--- src/rtl/axilite_regfile_slave.sv ---
// AXI4-Lite slave terminating into NUM_REGS x 32-bit registers, with independent
// read/write channels, registered responses and an exported register image.
module axilite_regfile_slave #(
  parameter int ADDR_WIDTH = 32,
  parameter int DATA_WIDTH = 32,
  parameter int NUM_REGS   = 16
) (
  input  logic                    AXI_ACLK,
  input  logic                    AXI_ARESETN,
  input  logic [ADDR_WIDTH-1:0]   AXI_AWADDR,
  input  logic                    AXI_AWVALID,
  output logic                    AXI_AWREADY,
  input  logic [DATA_WIDTH-1:0]   AXI_WDATA,
  input  logic [DATA_WIDTH/8-1:0] AXI_WSTRB,
  input  logic                    AXI_WVALID,
  output logic                    AXI_WREADY,
  output logic [1:0]              AXI_BRESP,
  output logic                    AXI_BVALID,
  input  logic                    AXI_BREADY,
  input  logic [ADDR_WIDTH-1:0]   AXI_ARADDR,
  input  logic                    AXI_ARVALID,
  output logic                    AXI_ARREADY,
  output logic [DATA_WIDTH-1:0]   AXI_RDATA,
  output logic [1:0]              AXI_RRESP,
  output logic                    AXI_RVALID,
  input  logic                    AXI_RREADY,
  output logic [NUM_REGS*32-1:0]  regs_o
);

  localparam int IDX_W = $clog2(NUM_REGS);
  localparam logic [ADDR_WIDTH:0] ADDR_LIMIT = (ADDR_WIDTH+1)'(NUM_REGS*4);

  generate
    if (DATA_WIDTH != 32) begin : g_bad_data_width
      $error("axilite_regfile_slave: DATA_WIDTH must be 32");
    end
    if (NUM_REGS < 2 || NUM_REGS > 256 || (NUM_REGS & (NUM_REGS - 1)) != 0) begin : g_bad_num_regs
      $error("axilite_regfile_slave: NUM_REGS must be a power of two in 2..256");
    end
  endgenerate

  typedef enum logic [1:0] {W_IDLE, W_HAVE_AW, W_HAVE_W, W_RESP} wstate_t;
  typedef enum logic {R_IDLE, R_RESP} rstate_t;

  wstate_t wstate, wstate_next;
  rstate_t rstate, rstate_next;

  logic                    ready_en;
  logic [ADDR_WIDTH-1:0]   aw_addr;
  logic [DATA_WIDTH-1:0]   w_data;
  logic [DATA_WIDTH/8-1:0] w_strb;
  logic [DATA_WIDTH-1:0]   regs [NUM_REGS];

  logic                    aw_hs, w_hs, ar_hs, commit;
  logic [ADDR_WIDTH-1:0]   wr_addr;
  logic [DATA_WIDTH-1:0]   wr_data;
  logic [DATA_WIDTH/8-1:0] wr_strb;
  logic                    wr_in_range, rd_in_range;
  logic [IDX_W-1:0]        wr_idx, rd_idx;

  assign aw_hs = AXI_AWVALID && AXI_AWREADY;
  assign w_hs  = AXI_WVALID && AXI_WREADY;
  assign ar_hs = AXI_ARVALID && AXI_ARREADY;

  // A half already held is taken from its latch, otherwise straight from the bus.
  assign wr_addr     = (wstate == W_HAVE_AW) ? aw_addr : AXI_AWADDR;
  assign wr_data     = (wstate == W_HAVE_W) ? w_data : AXI_WDATA;
  assign wr_strb     = (wstate == W_HAVE_W) ? w_strb : AXI_WSTRB;
  assign wr_in_range = {1'b0, wr_addr} < ADDR_LIMIT;
  assign wr_idx      = wr_addr[IDX_W+1:2];
  assign rd_in_range = {1'b0, AXI_ARADDR} < ADDR_LIMIT;
  assign rd_idx      = AXI_ARADDR[IDX_W+1:2];

  // READY stays low until the first edge after reset release.
  always_ff @(posedge AXI_ACLK or negedge AXI_ARESETN) begin
    if (!AXI_ARESETN) begin
      ready_en <= 1'b0;
      wstate   <= W_IDLE;
      rstate   <= R_IDLE;
    end else begin
      ready_en <= 1'b1;
      wstate   <= wstate_next;
      rstate   <= rstate_next;
    end
  end

  always_comb begin
    wstate_next = wstate;
    unique case (wstate)
      W_IDLE: begin
        if (aw_hs && w_hs) wstate_next = W_RESP;
        else if (aw_hs)    wstate_next = W_HAVE_AW;
        else if (w_hs)     wstate_next = W_HAVE_W;
      end
      W_HAVE_AW: if (w_hs)       wstate_next = W_RESP;
      W_HAVE_W:  if (aw_hs)      wstate_next = W_RESP;
      W_RESP:    if (AXI_BREADY) wstate_next = W_IDLE;
      default:                   wstate_next = W_IDLE;
    endcase
  end

  always_comb begin
    rstate_next = rstate;
    unique case (rstate)
      R_IDLE:  if (ar_hs)      rstate_next = R_RESP;
      R_RESP:  if (AXI_RREADY) rstate_next = R_IDLE;
      default:                 rstate_next = R_IDLE;
    endcase
  end

  always_comb begin
    AXI_AWREADY = ready_en && (wstate == W_IDLE || wstate == W_HAVE_W);
    AXI_WREADY  = ready_en && (wstate == W_IDLE || wstate == W_HAVE_AW);
    AXI_BVALID  = (wstate == W_RESP);
    AXI_ARREADY = ready_en && (rstate == R_IDLE);
    AXI_RVALID  = (rstate == R_RESP);
    commit      = (wstate != W_RESP) && (wstate_next == W_RESP);
  end

  always_ff @(posedge AXI_ACLK or negedge AXI_ARESETN) begin
    if (!AXI_ARESETN) begin
      aw_addr   <= '0;
      w_data    <= '0;
      w_strb    <= '0;
      AXI_BRESP <= '0;
    end else begin
      if (aw_hs)  aw_addr <= AXI_AWADDR;
      if (w_hs) begin
        w_data <= AXI_WDATA;
        w_strb <= AXI_WSTRB;
      end
      if (commit) AXI_BRESP <= wr_in_range ? 2'b00 : 2'b10;
    end
  end

  always_ff @(posedge AXI_ACLK or negedge AXI_ARESETN) begin
    if (!AXI_ARESETN) begin
      for (int unsigned i = 0; i < NUM_REGS; i++) regs[i] <= '0;
    end else if (commit && wr_in_range) begin
      for (int unsigned b = 0; b < DATA_WIDTH/8; b++)
        if (wr_strb[b]) regs[wr_idx][8*b +: 8] <= wr_data[8*b +: 8];
    end
  end

  // Read samples the bank before this edge's commit, so same-edge reads see the old value.
  always_ff @(posedge AXI_ACLK or negedge AXI_ARESETN) begin
    if (!AXI_ARESETN) begin
      AXI_RDATA <= '0;
      AXI_RRESP <= '0;
    end else if (ar_hs) begin
      AXI_RDATA <= rd_in_range ? regs[rd_idx] : '0;
      AXI_RRESP <= rd_in_range ? 2'b00 : 2'b10;
    end
  end

  always_comb begin
    regs_o = '0;
    for (int unsigned i = 0; i < NUM_REGS; i++) regs_o[32*i +: 32] = regs[i];
  end

endmodule

--- config.mk ---
export PLATFORM = sky130hd
export DESIGN_NAME = axilite_regfile_slave
export DESIGN_NICKNAME = d
export VERILOG_FILES = /design/src/rtl/axilite_regfile_slave.sv
export SDC_FILE = /design/constraint.sdc
export NUM_CORES = 1
export LEC_CHECK = 0
export BUFFER_PORTS_ARGS = -buffer_cell sky130_fd_sc_hd__buf_2
export CORE_AREA = 2 2 257 259
export CTS_CLUSTER_DIAMETER = 150
export DETAILED_ROUTE_END_ITERATION = 10
export DIE_AREA = 0 0 259 261
export GPL_ROUTABILITY_DRIVEN = 0
export PLACE_DENSITY = 0.74
export SLEW_MARGIN = 20
export SYNTH_ARGS = -nofsm -noshare
export SYNTH_HDL_FRONTEND = slang
export SYNTH_SLANG_ARGS = --single-unit
--- constraint.sdc ---
create_clock -name AXI_ACLK -period 2.6 [get_ports AXI_ACLK]
set_input_delay 0.78 -clock AXI_ACLK [delete_from_list [all_inputs] [get_ports AXI_ACLK]]
set_output_delay 0.78 -clock AXI_ACLK [all_outputs]
set_load 0.005 [all_outputs]
==> metrics.txt <==
num ports 660; Post-synth EDFFs 0; Post-synth top flop dfrtp_1; Final Skew 0.02957 ns; crit start category primary input; CTS Hold Bufs 0; Hold WC Path Type in -> async; DR vias/cell a little under 6; Max-Cap Viols 0; share of layout cells above drive strength 1 0.6806; Layout area overhead 31.70%; post-route cell area about 0.037 mm2; fin util 0.5745; PD cells 649.7 mW/mm2; Die Footprint slightly below 0.07 mm2; period utilisation layout 0.9934; Placed Area approximately 0.035 mm2; CP arrival roughly 3.1 ns; Port Buffers around 650; DR DRC count 0; CTS buffer count 67; worst-margin pin slew between 1 and 1.5 ns; All-Layer GR Usage 0.2921; Skew-Pair Late Insertion Delay around 0.6 ns; final WL about 100 mm; clock buffer depth 3; Synthesis Warnings 0; TritonCTS clock tree built; footprint of the multi-input gates approximately 0.013 mm2; type of destination of the critical path flop; Final setup viols 0; RSZ-0062 raised after global routing yes; DR pass1 iterations 5; Yosys reg bits between 600 and 700; NumNets Final approximately 2700; register area share after synthesis 0.5433; vias in the first global route between 20000 and 25000; Yosys cell types 33; crit-path max FO 8; worst path required time between 3 and 4 ns; largest net degree at the start of global routing between 60 and 70; # fillers about 5100; post-synthesis cell area approximately 0.028 mm2; Worst-path clk slew around 0.060 ns; GRT overflow 0; fin. max-slew vios 0; Die Span X 259 um; H-tree depth 3; cell row count 94; Worst VDD drop around 570 uV; Final min period around 2.6 ns; Reg area between 0.015 and 0.02 mm2; outcome finished, final reports clean; Root Buffer Master clkbuf_16; Mapped Cells 1769; Final ANT Viol Nets 0; FMAX roughly 390 MHz; WS Path Type in -> reg; first-pass GRT wire length approximately 140 mm; WL per Instance approximately 29 um; Core Region between 0.06 and 0.07 mm2; DRT iter0 DRCs 1676; Post-synth ARST share 1.000; Syn Area/Cell between 15 and 20 um2; die height roughly 260 um; Pleak roughly 20 nW; Slew HR 0.2372; Via Count slightly above 20000; Final Hold Fails 0; dpl hpwl 70.27 mm; initial antenna violation count 10; Initial Util 0.4362; CTS Sinks 616; Pwr Total 24.28 mW
-- worst max-delay path, stage by stage --
cell and delay [ns]:
buf_2 0.11, nor4_2 0.31, nand4_1 0.33, mux2_8 0.45, buf_4 0.16, nor4_2 0.24, buf_4 0.29, mux2_2 0.37
-- power by group --
part | switching [mW] | leakage, nW | internal, mW
Clock | 3.94 | 1.10 | 5.79
Sequential | 0.307 | 8.45 | 10.1
Combinational | 2.71 | 10.2 | 1.41
-- layer usage --
metal / up-vias / wire length, um / global-route usage
li1: 8405 / - / -
met3: 262 / 8520 / 0.07907
met5: - / 13 / 0
met2: 1043 / 48930 / 0.4791
met4: 2 / 4535 / 0.1349
met1: 10800 / 37990 / 0.3623
-- placed cells by master (no fill, tap or decap), types with 2 or more instances in the layout --
cell type,synthesis,final
buf_2,14,650
dfrtp_1,616,616
mux2_2,611,599
mux4_2,128,128
buf_4,2,91
buf_12,0,88
clkbuf_16,0,70
a22oi_1,64,64
nor4_4,49,63
nand2_1,63,59
a22o_1,32,32
clkinv_2,0,13
mux2_4,0,12
clkbuf_1,77,12
nor4_1,18,10
nor4_2,15,9
clkbuf_8,0,9
diode_2,0,8
nand2_2,4,7
nor2_1,7,6
a31o_2,6,6
bufinv_16,0,6
buf_6,4,6
inv_1,5,5
o21ai_0,6,5
a21oi_1,4,4
nor4bb_1,4,4
nor2b_1,6,3
nor2b_4,0,3
nand4_1,3,3
conb_1,2,3
clkinv_8,0,3
clkinvlp_4,0,3
nor4b_1,2,2
buf_8,0,2
-- sequential cells by signal, indices dropped and copies added (netlist names) --
register,count
AXI_RVALID,1
w_strb,4
AXI_BRESP,1
ready_en,1
w_data,32
AXI_RDATA,32
wstate,2
aw_addr,30
AXI_RRESP,1
regs_o,512
-- through the flow --
stage	hold slack [ns]	setup TNS, ns	worst slack [ns]	std cells
after global placement	0.4811	-176.11	-0.4056	3354
after floorplan	0.4737	-30.51	-0.09442	1770
after CTS	0.1535	0	0.01198	3474
final	0.1711	0	0.01710	3483
after global routing	0.1799	-0.1708	-0.02126	3482
after detailed placement	0.4852	-200.52	-0.4687	3354
-- area by class of cell --
cell class              count  area share
repair buffers            837      0.1551
well taps                 864     0.02893
clock buffers              91     0.05140
multi-input cells        1036      0.3423
inverters                   5   0.0005023
diodes                      8   0.0005358
flip-flops and latches    616      0.4125
clock inverters            26    0.008706
-- repair_timing --
action,4_1_cts,5_1_grt
buffers inserted,2,1
endpoints found under the setup margin,158,453
cloned,1,0
pin swaps,2,4
resized for setup,3,11
-- cell families (layout without fill, tap and decap cells) --
group,after synthesis,in the layout,share of synthesized area
muxes,741,742,0.3448
AOI/OAI and AO/OA,113,113,0.03065
DFF,616,616,0.5433
other,2,11,0.0002647
and+or+nand+nor,178,178,0.06324
buffers and inverters,119,959,0.01768
-- worst paths after layout --
path                       slack [ns]            end           start  depth (start not counted)
min reg2reg                      0.50  AXI_RDATA[30]   AXI_RDATA[30]                          1
max                              0.02    regs_o[454]  AXI_AWADDR[20]                          8
min in group AXI_ACLK            0.37     AXI_RVALID      AXI_RREADY                          2
min                              0.17    regs_o[171]     AXI_ARESETN                          1
max reg2reg                      0.06    regs_o[454]     aw_addr[25]                          8
max in group asynchronous        1.52    regs_o[266]     AXI_ARESETN                          2
-- synthesized netlist by cell type (2+ instances only) --
| cell type | instances | area share |
|---|---|---|
| dfrtp_1 | 616 | 0.54 |
| o21ai_0 | 6 | 0.0011 |
| and2_1 | 2 | 0.00044 |
| mux4_2 | 128 | 0.10 |
| a22o_1 | 32 | 0.0099 |
| nand2_2 | 4 | 0.00088 |
| conb_1 | 2 | 0.00026 |
| nor4_1 | 18 | 0.0040 |
| nor4_4 | 49 | 0.037 |
| mux2_2 | 611 | 0.24 |
| nor4bb_1 | 4 | 0.0014 |
| nor4b_1 | 2 | 0.00062 |
| nor4_2 | 15 | 0.0066 |
| buf_6 | 4 | 0.0016 |
| nand2_1 | 63 | 0.0083 |
| buf_1 | 17 | 0.0022 |
| buf_2 | 14 | 0.0025 |
| buf_4 | 2 | 0.00053 |
| inv_1 | 5 | 0.00066 |
| nand4_1 | 3 | 0.00066 |
| a21oi_1 | 4 | 0.00071 |
| mux2i_1 | 2 | 0.00071 |
| a22oi_1 | 64 | 0.017 |
| nor2_1 | 7 | 0.00093 |
| a31o_2 | 6 | 0.0019 |
| nor2b_1 | 6 | 0.0013 |
| clkbuf_1 | 77 | 0.010 |
No activity file was read; power rests on OpenSTA's default activity.
